## config.mk

```make
export PLATFORM = sky130hd
export DESIGN_NAME = e1_tx_liu_mc
export DESIGN_NICKNAME = d
export VERILOG_FILES = /design/src/rtl/e1_tx_liu_mc_pkg.sv /design/src/rtl/e1_tx_liu_mc_ch.sv /design/src/rtl/e1_tx_liu_mc.sv
export SDC_FILE = /design/constraint.sdc
export NUM_CORES = 1
export LEC_CHECK = 0
export CORE_ASPECT_RATIO = 0.9
export CORE_MARGIN = 2
export CORE_UTILIZATION = 49
export CTS_BUF_LIST = sky130_fd_sc_hd__clkbuf_16
export CTS_CLUSTER_SIZE = 25
export DETAILED_ROUTE_END_ITERATION = 6
export PLACE_DENSITY = 0.73
export SLEW_MARGIN = 5
export SYNTH_ARGS = -nofsm -noshare
export SYNTH_HDL_FRONTEND = slang
export SYNTH_SLANG_ARGS = --single-unit
export TNS_END_PERCENT = 5
```

## constraint.sdc

```tcl
create_clock -name clk -period 1.3 [get_ports clk]
set_input_delay 0.26 -clock clk [delete_from_list [all_inputs] [get_ports clk]]
set_output_delay 0.26 -clock clk [all_outputs]
set_load 0.02 [all_outputs]
```

## src/rtl/e1_tx_liu_mc_pkg.sv

```systemverilog
// ============================================================================
// Module   : e1_tx_liu_mc_pkg
// Brief    : Shared bounds and reset levels for the multi-channel E1 TX LIU.
// Revision : 1.0  initial release
// ============================================================================
`default_nettype none

package e1_tx_liu_mc_pkg;

  localparam int   c_n_ch_min   = 1;
  localparam int   c_n_ch_max   = 8;
  localparam int   c_cnt_w_min  = 4;
  localparam int   c_cnt_w_max  = 8;

  // Pad levels before the optional clock inversion is applied
  localparam logic c_rst_data   = 1'b0;
  localparam logic c_rst_clk    = 1'b0;

endpackage

`default_nettype wire

```

## src/rtl/e1_tx_liu_mc_ch.sv

```systemverilog
// ============================================================================
// Module   : e1_tx_liu_ch
// Brief    : One E1 TX channel: bit-period tracking, clock shaping, pad regs.
//            Optional macro E1_TX_LIU_AIS_EN sends all-ones during underrun.
// Revision : 1.0  initial release
// ============================================================================
`default_nettype none

module e1_tx_liu_ch
  import e1_tx_liu_mc_pkg::*;
#(
  parameter int CNT_W   = 6,
  parameter int CLK_INV = 0
) (
  input  logic clk,
  input  logic rst,
  input  logic in_data,
  input  logic in_valid,
  input  logic ch_en,
  input  logic stat_clr,
  output logic pad_tx_data,
  output logic pad_tx_clk,
  output logic stat_underrun
);

  localparam logic [CNT_W-1:0] c_max     = '1;
  localparam logic [CNT_W-1:0] c_pre_max = c_max - 1'b1;
  localparam logic             c_inv     = (CLK_INV != 0);

  logic [CNT_W-1:0] r_nxt;
  logic [CNT_W-1:0] r_cur;
  logic             r_data;
  logic             r_flag;
  logic             r_armed;
  logic             r_pad_data;
  logic             r_pad_clk;

  logic w_sat;
  logic w_set;
  logic w_tx_clk;
  logic w_tx_data;

  // r_armed low means no strobe seen since enable: the period counter stays
  // at zero so the first bit after enable gets a single-cycle high phase.
  assign w_sat = r_armed && (r_nxt == c_max);
  assign w_set = r_armed && !in_valid && (r_nxt == c_pre_max);

`ifdef E1_TX_LIU_AIS_EN
  logic [CNT_W-1:0] r_per;
  logic [CNT_W-1:0] r_ais;

  assign w_tx_clk  = w_sat ? (r_ais <= (r_per >> 1)) : r_cur[CNT_W-1];
  assign w_tx_data = w_sat | r_data;

  // Free-running substitute clock at the last measured period
  always_ff @(posedge clk) begin
    if (rst || !ch_en) begin
      r_per <= '0;
      r_ais <= '0;
    end else begin
      if (in_valid) r_per <= r_nxt;
      if (!w_sat || (r_ais == r_per)) r_ais <= '0;
      else                            r_ais <= r_ais + 1'b1;
    end
  end
`else
  assign w_tx_clk  = r_cur[CNT_W-1] & ~w_sat;
  assign w_tx_data = r_data;
`endif

  always_ff @(posedge clk) begin
    if (rst) begin
      r_nxt      <= '0;
      r_cur      <= '0;
      r_data     <= c_rst_data;
      r_flag     <= 1'b0;
      r_armed    <= 1'b1;
      r_pad_data <= c_rst_data;
      r_pad_clk  <= c_rst_clk ^ c_inv;
    end else if (!ch_en) begin
      r_nxt      <= '0;
      r_cur      <= '0;
      r_data     <= c_rst_data;
      r_armed    <= 1'b0;
      r_pad_data <= c_rst_data;
      r_pad_clk  <= c_rst_clk ^ c_inv;
    end else begin
      if (in_valid) begin
        r_nxt   <= '0;
        r_cur   <= {1'b1, r_nxt[CNT_W-1:1]};
        r_data  <= in_data;
        r_armed <= 1'b1;
      end else begin
        if (r_armed && !w_sat) r_nxt <= r_nxt + 1'b1;
        if (r_cur != '0)       r_cur <= r_cur - 1'b1;
      end
      if (w_set)         r_flag <= 1'b1;
      else if (stat_clr) r_flag <= 1'b0;
      r_pad_data <= w_tx_data;
      r_pad_clk  <= w_tx_clk ^ c_inv;
    end
  end

  assign pad_tx_data   = r_pad_data;
  assign pad_tx_clk    = r_pad_clk;
  assign stat_underrun = r_flag;

endmodule

`default_nettype wire

```

## src/rtl/e1_tx_liu_mc.sv

```systemverilog
// ============================================================================
// Module   : e1_tx_liu_mc
// Brief    : N_CH independent E1 TX channels driving an external LIU.
//            Optional macro E1_TX_LIU_AIS_EN enables AIS on underrun.
// Revision : 1.0  initial release
// ============================================================================
`default_nettype none

module e1_tx_liu_mc
  import e1_tx_liu_mc_pkg::*;
#(
  parameter int N_CH    = 1,
  parameter int CNT_W   = 6,
  parameter int CLK_INV = 0
) (
  input  logic            clk,
  input  logic            rst,
  output logic [N_CH-1:0] pad_tx_data,
  output logic [N_CH-1:0] pad_tx_clk,
  input  logic [N_CH-1:0] in_data,
  input  logic [N_CH-1:0] in_valid,
  input  logic [N_CH-1:0] ch_en,
  output logic [N_CH-1:0] stat_underrun,
  input  logic [N_CH-1:0] stat_clr
);

  for (genvar gi = 0; gi < N_CH; gi++) begin : g_ch
    e1_tx_liu_ch #(
      .CNT_W   (CNT_W),
      .CLK_INV (CLK_INV)
    ) u_ch (
      .clk           (clk),
      .rst           (rst),
      .in_data       (in_data[gi]),
      .in_valid      (in_valid[gi]),
      .ch_en         (ch_en[gi]),
      .stat_clr      (stat_clr[gi]),
      .pad_tx_data   (pad_tx_data[gi]),
      .pad_tx_clk    (pad_tx_clk[gi]),
      .stat_underrun (stat_underrun[gi])
    );
  end

endmodule

`default_nettype wire
```

* Word-level counts from Yosys, hierarchy flattened
Index checks and enable logic that the tools add are counted.
Storage, ports and cells: register bits after elaboration 17, bits of input ports 6, output and inout bits 3, word-level logic and storage cells 33
Operators by class: $add $sub $neg 2, eq/ne operators 3, mux-type cells 6, bitwise gates (word level) 3, reductions and logical operators 12
Operators with widths (count):
- $eq 6x6->1 const B | 2
- $mux 6 | 2
- $add 6x1->6 const B | 1
- $reduce_bool 6->1 | 1
- $sub 6x1->6 const B | 1
- $logic_and 1x1->1 | 4
- $mux 1 | 4
- $reduce_bool 2->1 | 2
- $reduce_or 3->1 | 1
- $logic_not 1->1 | 2
- $ne 2x2->1 const B | 1
- $not 1->1 | 2
- $reduce_and 2->1 | 1
- $reduce_or 2->1 | 1
- $and 1x1->1 | 1

* Logic depth before layout (Yosys ltp)
Gate-level depths: netlist of the first run.
depth after elaboration 5, depth in mapped cells 5, gate-level depth less buffers 5

* Worst setup path after synthesis of the first run
OpenSTA, ideal clock, no wires.
path type reg2reg, from reg g_ch[0].u_ch.r_cur[0], to reg g_ch[0].u_ch.r_cur[4], library setup time 0.092 ns, arrival 1.169 ns, data required time 1.208 ns, slack 0.039 ns, stages on the path, launching flop included 6, path buffers 0, clock period less this slack 1.261 ns, path through dfxtp_1 > inv_1 > ha_1 > and2b_1 > and2_4 > o32ai_1
On the way: cells in the longest elaborated chain, start to end 3, elaborated cells between the ends (all ways) 5, classes of those cells add/sub: 1; mux: 2; reduce/logical: 2
RTL lines:
- start, declared | line e1_tx_liu_mc_ch.sv:31 | logic [CNT_W-1:0] r_cur;
- start signal, assigned | line e1_tx_liu_mc_ch.sv:90 | r_cur <= {1'b1, r_nxt[CNT_W-1:1]};
- start signal, assigned | line e1_tx_liu_mc_ch.sv:95 | if (r_cur != '0) r_cur <= r_cur - 1'b1;
- $sub 6x1->6 | line e1_tx_liu_mc_ch.sv:95
- $mux 6 | line e1_tx_liu_mc_ch.sv:95
- $mux 6 | line e1_tx_liu_mc_ch.sv:88 | if (in_valid) begin
Several ways; a longest one is shown, not always the timed one. The select of a mux whose other input is x is not followed. A chain may end at the register's enable or synchronous reset.

* Final worst setup path of the first run
Same ends and word-level chain as after synthesis.

==> flow_metrics.env, run 1 <==
export IMPL_diodes=0
export IMPL_clk_pin_slew_ps=50
export IMPL_yosysMostFrequentCell="dfxtp_1"
export IMPL_max_cap_violations=0
export IMPL_p_leak_nw=0.497
export IMPL_clock_sinks=17
export IMPL_holdWs_ps=372
export IMPL_yosysTopAreaCellShare=0.381
export IMPL_finalCritPeriodShare=0.965
export IMPL_multi_input_area_um2=528
export IMPL_grt_setup_unrepaired="true"
export IMPL_critPathMaxStageDelay_ps=330
export IMPL_nFillCells=138
export IMPL_ys_seq_area_frac=0.381
export IMPL_grt_max_degree=10
export IMPL_min_delay_start="ch_en"
export IMPL_synthTopCellsByCount="dfxtp_1 (17), nand2_1 (9), inv_1 (5), nor3_1 (5)"
export IMPL_finalHoldViolCount=0
export IMPL_hpwl_mm=1.44
export IMPL_yosys_area_top_type="dfxtp_1"
export IMPL_worstPathBufferInverterCount=1
export IMPL_grt_overflow_total=0
export IMPL_port_buffers=8
export IMPL_grt_pass1_vias=776
export IMPL_critPathRequiredTime_ps=1460
export IMPL_drt_initial_drc_count=17
export IMPL_ios=9
export IMPL_drive_gt1_frac=0.262
export IMPL_grt_pass1_wl_mm=3.48
export IMPL_dieHeight_um=44.5
export IMPL_async_reset_ff_frac=0
export IMPL_crit_path_start_kind="register"
export IMPL_htreeDepth=1
export IMPL_yosys_top_cells_area="dfxtp_1 (38%), ha_1 (5.6%), nand2_1 (3.8%), mux2i_1 (3.4%), and4_1 (2.9%)"
export IMPL_antenna_found_initial=0
export IMPL_place_gp_congestion=0.881
export IMPL_ctsLongestPathBuffers=2
export IMPL_drt_vias_per_instance=5.52
export IMPL_critPathLaunch="g_ch[0].u_ch.r_cur[0]"
export IMPL_cp_end_kind="register"
export IMPL_fin_total_pwr_mw=1.34
export IMPL_syn_cell_area_um2=893
export IMPL_path_cells="inv_2 -> ha_2 -> and2b_1 -> and2_4 -> o32ai_2"
export IMPL_wirelength_mm=1.97
export IMPL_finClkSkew_ps=1.04
export IMPL_status="finished, final reports clean"
export IMPL_fmax_mhz=797
export IMPL_peakVddDrop_mv=0.996
export IMPL_cp_top_family="simple AND/OR/NAND/NOR gates"
export IMPL_wl_per_cell_um=13.5
export IMPL_p_per_area_nw_per_um2=1120
export IMPL_die_w_um=49.0
export IMPL_syn_inst=98
export IMPL_slew_limit_headroom=0.757
export IMPL_cts_buffers=3
export IMPL_dr_pass1_iters=4
export IMPL_drc=0
export IMPL_period_minus_slack_ps=1250
export IMPL_crit_arrival_ps=1420
export IMPL_r2r_slack_ps=50
export IMPL_slew_viol_final=0
export IMPL_synthToLayoutAreaGrowth_pct=33.5
export IMPL_r2r_start="g_ch[0].u_ch.r_cur[0]"
export IMPL_die_area_um2=2180
export IMPL_synth_cell_type_count=39
export IMPL_num_vias=806
export IMPL_synth_avg_cell_area_um2=9.12
export IMPL_worstSetupPathType="reg2reg"
export IMPL_yosysWarnings=0
export IMPL_cts_tree="yes"
export IMPL_synth_nets=108
export IMPL_hold_class="in2reg"
export IMPL_antenna_left=0
export IMPL_slowest_stage="dfxtp_2"
export IMPL_synth_edf_count=0
export IMPL_synth_seq_cells=17
export IMPL_tightest_slew_ps=362
export IMPL_setup_violations=0
export IMPL_root_buffer="clkbuf_16"
export IMPL_layout_nets=133
export IMPL_grt_util_all_layers=0.212
export IMPL_regArea_um2=343
export IMPL_fp_coreArea_um2=1700
export IMPL_synth_main_ff_cell="dfxtp_1"
export IMPL_insertion_delay_ps=250
export IMPL_initial_core_util=0.526
export IMPL_rows=14
export IMPL_cp_max_fo=4
## layer usage
layer,GRT usage,up-vias,part of all wire
met2,0.332,20,0.45
met4,0.103,0,0.014
met1,0.285,377,0.49
li1,-,405,-
met3,0.0405,4,0.040
met5,0,-,0
## layout make-up
type | count | share of cell area
Timing Repair Buffer | 23 | 0.163
Clock buffer | 3 | 0.0630
Multi-Input combinational cell | 73 | 0.443
Clock inverter | 1 | 0.00315
Tap cell | 24 | 0.0252
Sequential cell | 17 | 0.288
Inverter | 5 | 0.0157
## worst min-delay path, delay by kind of cell
family | cells | cell delay [ps]
AND/OR/NAND/NOR | 2 | 130
AO/OA/AOI/OAI | 1 | 50
buffers and inverters | 1 | 140
## where the power goes
group / switching (mW) / leakage (nW) / internal (mW)
logic: 0.0825 / 0.315 / 0.0974
registers: 0.0149 / 0.139 / 0.536
clock network: 0.201 / 0.0423 / 0.409
## placed cells by master (no fill, tap or decap), drive strengths merged, types with 2 or more instances in the layout
master and n:
nand2 10, nor3 6, nand3 4, clkbuf 3, ha 4, a31oi 2
nor3b 2, nand2b 4, and2 2, clkdlybuf4s50 3, xnor2 3, buf 15
nand4 4, dlygate4sd2 3, dlymetal6s2s 2, nor2 4, o211ai 2, inv 6
o32ai 2, and4 3, o21ai 2, dfxtp 17, mux2i 3, nor2b 3
a21oi 4
## flip-flops by register name (all words and copies together), names as in the netlist
signal                   flops
g_ch.u_ch.r_data             1
g_ch.u_ch.r_armed            1
g_ch.u_ch.r_nxt              6
g_ch.u_ch.r_cur              6
g_ch.u_ch.pad_tx_clk         1
g_ch.u_ch.pad_tx_data        1
g_ch.u_ch.stat_underrun      1
## through the flow
step	TNS, ps	area, um2	util	worst slack, ps	std cells
final	0	1190	0.702	45.4	146
after global routing	-20.9	1190	0.702	-8.72	146
after CTS	0	1180	0.692	20.7	146
after detailed placement	-2200	1090	0.643	-198	142
after global placement	-1810	1090	0.643	-180	142
after floorplan	0	893	-	39.0	98
## timing repair
action / 4_1_cts / 5_1_grt
setup buffers: 0 / 0
endpoints found under the setup margin: 5 / 7
resized for setup: 5 / 7
hold buffers: 0 / 0
pin swaps: 0 / 0
## cells by family (layout without fill, tap and decap cells)
| family | after synthesis | count (layout) | share of synthesized area |
|---|---|---|---|
| compound gates | 17 | 17 | 0.139 |
| buf+inv | 8 | 32 | 0.0476 |
| mux | 3 | 3 | 0.0336 |
| flops | 17 | 17 | 0.381 |
| xor+xnor | 3 | 3 | 0.0294 |
| fa+ha+maj | 4 | 4 | 0.0560 |
| simple gates | 46 | 46 | 0.314 |
## final timing paths
path,endpoint,depth (start not counted)
max,g_ch[0].u_ch.r_cur[4],5
min,g_ch[0].u_ch.stat_underrun,4
max reg2reg,g_ch[0].u_ch.r_cur[4],5
min reg2reg,g_ch[0].u_ch.pad_tx_clk,2
No activity file was read; power rests on OpenSTA's default activity.
==> inputs of run 2 (changes only) <==
--- a/config.mk
+++ b/config.mk
@@ -7,11 +7,11 @@
 export LEC_CHECK = 0
 export CORE_ASPECT_RATIO = 0.9
 export CORE_MARGIN = 2
-export CORE_UTILIZATION = 49
+export CORE_UTILIZATION = 54
 export CTS_BUF_LIST = sky130_fd_sc_hd__clkbuf_16
 export CTS_CLUSTER_SIZE = 25
 export DETAILED_ROUTE_END_ITERATION = 6
-export PLACE_DENSITY = 0.73
+export PLACE_DENSITY = 0.76
 export SLEW_MARGIN = 5
 export SYNTH_ARGS = -nofsm -noshare
 export SYNTH_HDL_FRONTEND = slang
==> constraint.sdc (replaced) <==
create_clock -name clk -period 1.25 [get_ports clk]
set_input_delay 0.25 -clock clk [delete_from_list [all_inputs] [get_ports clk]]
set_output_delay 0.25 -clock clk [all_outputs]
set_load 0.02 [all_outputs]
==> flow_metrics.env, run 2 (synthesized netlist as in run 1, its figures left out) <==
export IMPL_status="finished, violations left"
export IMPL_failed_checks="setup timing"
export IMPL_worstSetupPathType="reg2reg"
export IMPL_layout_nets=132
export IMPL_ios=9
export IMPL_final_util=0.808
export IMPL_die_w_um=46.9
export IMPL_grt_util_all_layers=0.241
export IMPL_grt_pass1_vias=781
export IMPL_cts_buffers=3
export IMPL_p_per_area_nw_per_um2=1160
export IMPL_insertion_delay_ps=250
export IMPL_antenna_left=0
export IMPL_num_vias=807
export IMPL_path_cells="inv_2 -> ha_4 -> and2b_2 -> and2_4 -> o32ai_2"
export IMPL_crit_arrival_ps=1440
export IMPL_crit_path_start_kind="register"
export IMPL_grt_pass1_wl_mm=3.51
export IMPL_wl_per_cell_um=14.2
export IMPL_postPlaceCellArea_um2=1080
export IMPL_finalCritPeriodShare=1.02
export IMPL_dieHeight_um=42.6
export IMPL_cp_max_fo=4
export IMPL_diodes=0
export IMPL_cts_tree="yes"
export IMPL_slew_viol_final=0
export IMPL_p_leak_nw=0.503
export IMPL_fmax_mhz=783
export IMPL_synthToLayoutAreaGrowth_pct=35.3
export IMPL_peakVddDrop_mv=1.26
export IMPL_top_regs="g_ch.u_ch.r_cur x6, g_ch.u_ch.r_nxt x6"
export IMPL_tightest_slew_ps=288
export IMPL_htreeDepth=1
export IMPL_cts_hold_buf=0
export IMPL_place_inst=139
export IMPL_period_minus_slack_ps=1280
export IMPL_place_gp_congestion=0.821
export IMPL_setup_violations=1
export IMPL_slew_limit_headroom=0.808
export IMPL_fp_coreArea_um2=1500
export IMPL_max_cap_violations=0
export IMPL_rows=13
export IMPL_grt_max_degree=10
export IMPL_initial_core_util=0.597
export IMPL_finalInstanceArea_um2=1210
export IMPL_clock_sinks=17
export IMPL_port_buffers=8
export IMPL_antenna_found_initial=0
export IMPL_critPathRequiredTime_ps=1410
export IMPL_layout_commonest_cell="dfxtp_1"
export IMPL_dr_pass1_iters=4
export IMPL_drc=0
export IMPL_drt_vias_per_instance=5.64
export IMPL_ctsLongestPathBuffers=2
export IMPL_hpwl_mm=1.44
export IMPL_nFillCells=109
export IMPL_critPathMaxStageDelay_ps=340
export IMPL_drive_gt1_frac=0.281
export IMPL_layout_setup_ws_ps=-27.6
export IMPL_cp_end_kind="register"
export IMPL_grt_overflow_total=0
export IMPL_grt_setup_unrepaired="true"
export IMPL_min_delay_start="rst"
export IMPL_clk_pin_slew_ps=50
export IMPL_r2r_start="g_ch[0].u_ch.r_cur[1]"
export IMPL_finalHoldViolCount=0
export IMPL_fin_cells=143
export IMPL_drt_initial_drc_count=6
export IMPL_wirelength_mm=2.03
export IMPL_hold_class="in2reg"
export IMPL_pre_cts_ws_ps=-285
export IMPL_die_area_um2=2000
export IMPL_critPathLaunch="g_ch[0].u_ch.r_cur[1]"
export IMPL_root_buffer="clkbuf_16"
export IMPL_final_cell_mix="dfxtp_1 (15), buf_4 (14), nand2_1 (9)"
export IMPL_slowest_stage="dfxtp_2"
export IMPL_finClkSkew_ps=1.27
run 2: path summary, 6_finish.rpt:
check	to	slack, ps	cells past startpoint
worst max-delay path	g_ch[0].u_ch.r_cur[4]	-30	5
worst min-delay path	g_ch[0].u_ch.stat_underrun	390	3
worst max register to register	g_ch[0].u_ch.r_cur[4]	-30	5
worst min register to register	g_ch[0].u_ch.pad_tx_data	460	1
run 2: layout make-up:
type | instances | area [um2] | share of cell area
multi-input cells | 73 | 554 | 0.459
clock buffers | 3 | 75.1 | 0.0621
well taps | 22 | 27.5 | 0.0228
clock inverters | 1 | 3.75 | 0.00311
repair buffers | 22 | 186 | 0.154
inverters | 5 | 18.8 | 0.0155
flip-flops and latches | 17 | 343 | 0.284
run 2: routing by layer:
metal	GRT usage	part of all wire	vias up
li1	-	-	400
met1	0.315	0.46	386
met2	0.386	0.47	19
met3	0.0690	0.045	2
met4	0.0500	0.014	0
met5	0	0	-
run 2: critical path, delay by kind of cell (launching register included):
kind / cells / cell delay (ps)
buffers and inverters: 1 / 50
and+or+nand+nor: 2 / 380
adders and majority gates: 1 / 150
AOI/OAI and AO/OA: 1 / 260
DFF: 1 / 340
run 2: timing repair:
action / 4_1_cts / 5_1_grt
setup buffers: 0 / 0
pin swaps: 0 / 1
cloned: 0 / 0
gates resized for setup: 8 / 9
setup endpoints to repair: 9 / 13
run 2: per-stage QoR:
step | power [mW] | hold slack (ps) | setup TNS, ps
3_3_place_gp | 0.751 | 472 | -2580
5_1_grt | 1.45 | 407 | -333
4_1_cts | 1.39 | 465 | -17.9
6_report | 1.40 | 391 | -27.6
2_1_floorplan | 0.688 | 322 | 0
3_5_place_dp | 0.756 | 457 | -3130
run 2: power breakdown:
group,leakage [nW],switching [mW],internal [mW]
clock network,0.0423,0.211,0.425
registers,0.139,0.0170,0.558
logic,0.322,0.0880,0.101
==> inputs of run 3 (changes only) <==
--- a/config.mk
+++ b/config.mk
@@ -16,4 +16,3 @@
 export SYNTH_ARGS = -nofsm -noshare
 export SYNTH_HDL_FRONTEND = slang
 export SYNTH_SLANG_ARGS = --single-unit
-export TNS_END_PERCENT = 5
==> flow_metrics.env, run 3 (synthesized netlist as in run 1, its figures left out) <==
export IMPL_r2r_slack_ps=-20
export IMPL_grt_setup_unrepaired="true"
export IMPL_path_cells="inv_2 -> ha_4 -> and2b_1 -> and2_4 -> o32ai_2"
export IMPL_hpwl_mm=1.44
export IMPL_layout_setup_ws_ps=-16.2
export IMPL_grt_util_all_layers=0.247
export IMPL_crit_path_start_kind="register"
export IMPL_swShare=0.224
export IMPL_seqPwrFrac=0.412
export IMPL_grt_max_degree=10
export IMPL_worstSetupPathType="reg2reg"
export IMPL_min_delay_start="rst"
export IMPL_place_gp_congestion=0.821
export IMPL_critPathRequiredTime_ps=1410
export IMPL_final_cell_mix="dfxtp_1 (14), buf_4 (14), nand2_1 (9)"
export IMPL_hold_class="in2reg"
export IMPL_cts_buffers=3
export IMPL_slowest_stage="dfxtp_2"
export IMPL_top_regs="g_ch.u_ch.r_cur x6, g_ch.u_ch.r_nxt x6"
export IMPL_grt_pass1_wl_mm=3.59
export IMPL_setup_violations=1
export IMPL_dr_pass1_iters=7
export IMPL_root_buffer="clkbuf_16"
export IMPL_grt_pass1_vias=820
export IMPL_drive_gt1_frac=0.289
export IMPL_die_w_um=46.9
export IMPL_period_minus_slack_ps=1270
export IMPL_fin_total_pwr_mw=1.39
export IMPL_place_inst=139
export IMPL_status="finished, violations left"
export IMPL_insertion_delay_ps=250
export IMPL_post_cts_setup_buffers=0
export IMPL_critPathMaxStageDelay_ps=340
export IMPL_drt_initial_drc_count=36
export IMPL_cts_tree="yes"
export IMPL_crit_arrival_ps=1420
export IMPL_min_path_cells=3
export IMPL_switching_power_mw=0.312
export IMPL_synthToLayoutAreaGrowth_pct=35.9
export IMPL_power_share_clock=0.452
export IMPL_antenna_found_initial=0
export IMPL_clk_pin_slew_ps=50
export IMPL_reg2reg_depth=5
export IMPL_fp_coreArea_um2=1500
export IMPL_finalHoldViolCount=0
export IMPL_finalCritPeriodShare=1.01
export IMPL_r2r_end="g_ch[0].u_ch.r_cur[4]"
export IMPL_p_int_mw=1.08
export IMPL_wirelength_mm=2.04
export IMPL_slew_limit_headroom=0.802
export IMPL_diodes=0
export IMPL_p_per_area_nw_per_um2=1150
export IMPL_ctsLongestPathBuffers=2
export IMPL_cp_max_fo=4
export IMPL_die_area_um2=2000
export IMPL_antenna_left=0
export IMPL_wl_per_cell_um=14.2
export IMPL_grt_overflow_total=0
export IMPL_dieHeight_um=42.6
export IMPL_p_leak_nw=0.512
export IMPL_peakVddDrop_mv=1.25
export IMPL_port_buffers=8
export IMPL_r2r_start="g_ch[0].u_ch.r_cur[1]"
export IMPL_drc=0
export IMPL_max_cap_violations=0
export IMPL_num_vias=801
export IMPL_slew_viol_final=0
export IMPL_cp_end_kind="register"
export IMPL_initial_core_util=0.597
export IMPL_tightest_slew_ps=297
export IMPL_htreeDepth=1
export IMPL_clock_sinks=17
export IMPL_holdPathEnd="g_ch[0].u_ch.stat_underrun"
export IMPL_comb_power_share=0.136
export IMPL_final_util=0.811
export IMPL_rows=13
export IMPL_layout_nets=132
export IMPL_fin_cells=143
export IMPL_fmax_mhz=790
export IMPL_finClkSkew_ps=1.44
export IMPL_drt_vias_per_instance=5.60
export IMPL_failed_checks="setup timing"
export IMPL_ios=9
## run 3: cell types whose count changed in the layout (fill, tap and decap cells not counted), sizes merged
cell	before	now
dlymetal6s2s	2	3
clkdlybuf4s50	3	2
## run 3: cell type report
cell class,instances,area [um2]
multi-input combinational,73,556
sequential,17,344
fill,110,283
timing repair buffer,22,189
clock buffer,3,75.1
tap,22,27.5
inverter,5,18.8
clock inverter,1,3.75
## run 3: power groups by stage
stage	clock, mW	combinational, mW	sequential (mW)
global route	0.659	0.208	0.577
CTS	0.633	0.185	0.573
finish	0.630	0.190	0.575
detailed placement	0	0.173	0.583
floorplan	0	0.109	0.579
global placement	0	0.169	0.582
## run 3: how the worst max path moves through the flow
stage / startpoint / cells after the start / to / slack, ps
floorplan: g_ch[0].u_ch.r_cur[0] / 5 / g_ch[0].u_ch.r_cur[4] / 20
global placement: ch_en / 5 / g_ch[0].u_ch.pad_tx_clk / -260
detailed placement: ch_en / 5 / g_ch[0].u_ch.pad_tx_clk / -280
CTS: g_ch[0].u_ch.r_cur[1] / 5 / g_ch[0].u_ch.r_cur[4] / -7
global route: g_ch[0].u_ch.r_cur[1] / 5 / g_ch[0].u_ch.r_cur[4] / -60
finish: g_ch[0].u_ch.r_cur[1] / 5 / g_ch[0].u_ch.r_cur[4] / -20
## run 3: what timing repair did
item                       CTS  global route
pin swaps                    1             0
hold buffers                 0             0
gates resized for setup     11             8
setup endpoints to repair    9            13
## run 3: layer usage
metal,track usage,up-vias,wire [um]
met5,0,-,0
met4,0.0556,0,17
met3,0.0862,2,109
met2,0.403,23,1000
met1,0.304,374,907
li1,-,402,-
## run 3: worst max-delay path, delay by kind of cell, from the launching register on
| family | cells | cell delay, ps |
|---|---|---|
| buf+inv | 1 | 60 |
| flops | 1 | 340 |
| fa+ha+maj | 1 | 150 |
| simple gates | 2 | 370 |
| compound gates | 1 | 260 |
## run 3: per-stage QoR
stage / cell area (um2) / TNS, ps / hold WS (ps) / worst slack (ps)
floorplan: 895 / 0 / 322 / 16.7
global placement: 1080 / -2580 / 472 / -260
detailed placement: 1080 / -3130 / 457 / -285
CTS: 1190 / -7.16 / 465 / -7.16
global route: 1210 / -89.2 / 412 / -55.7
finish: 1210 / -16.2 / 394 / -16.2
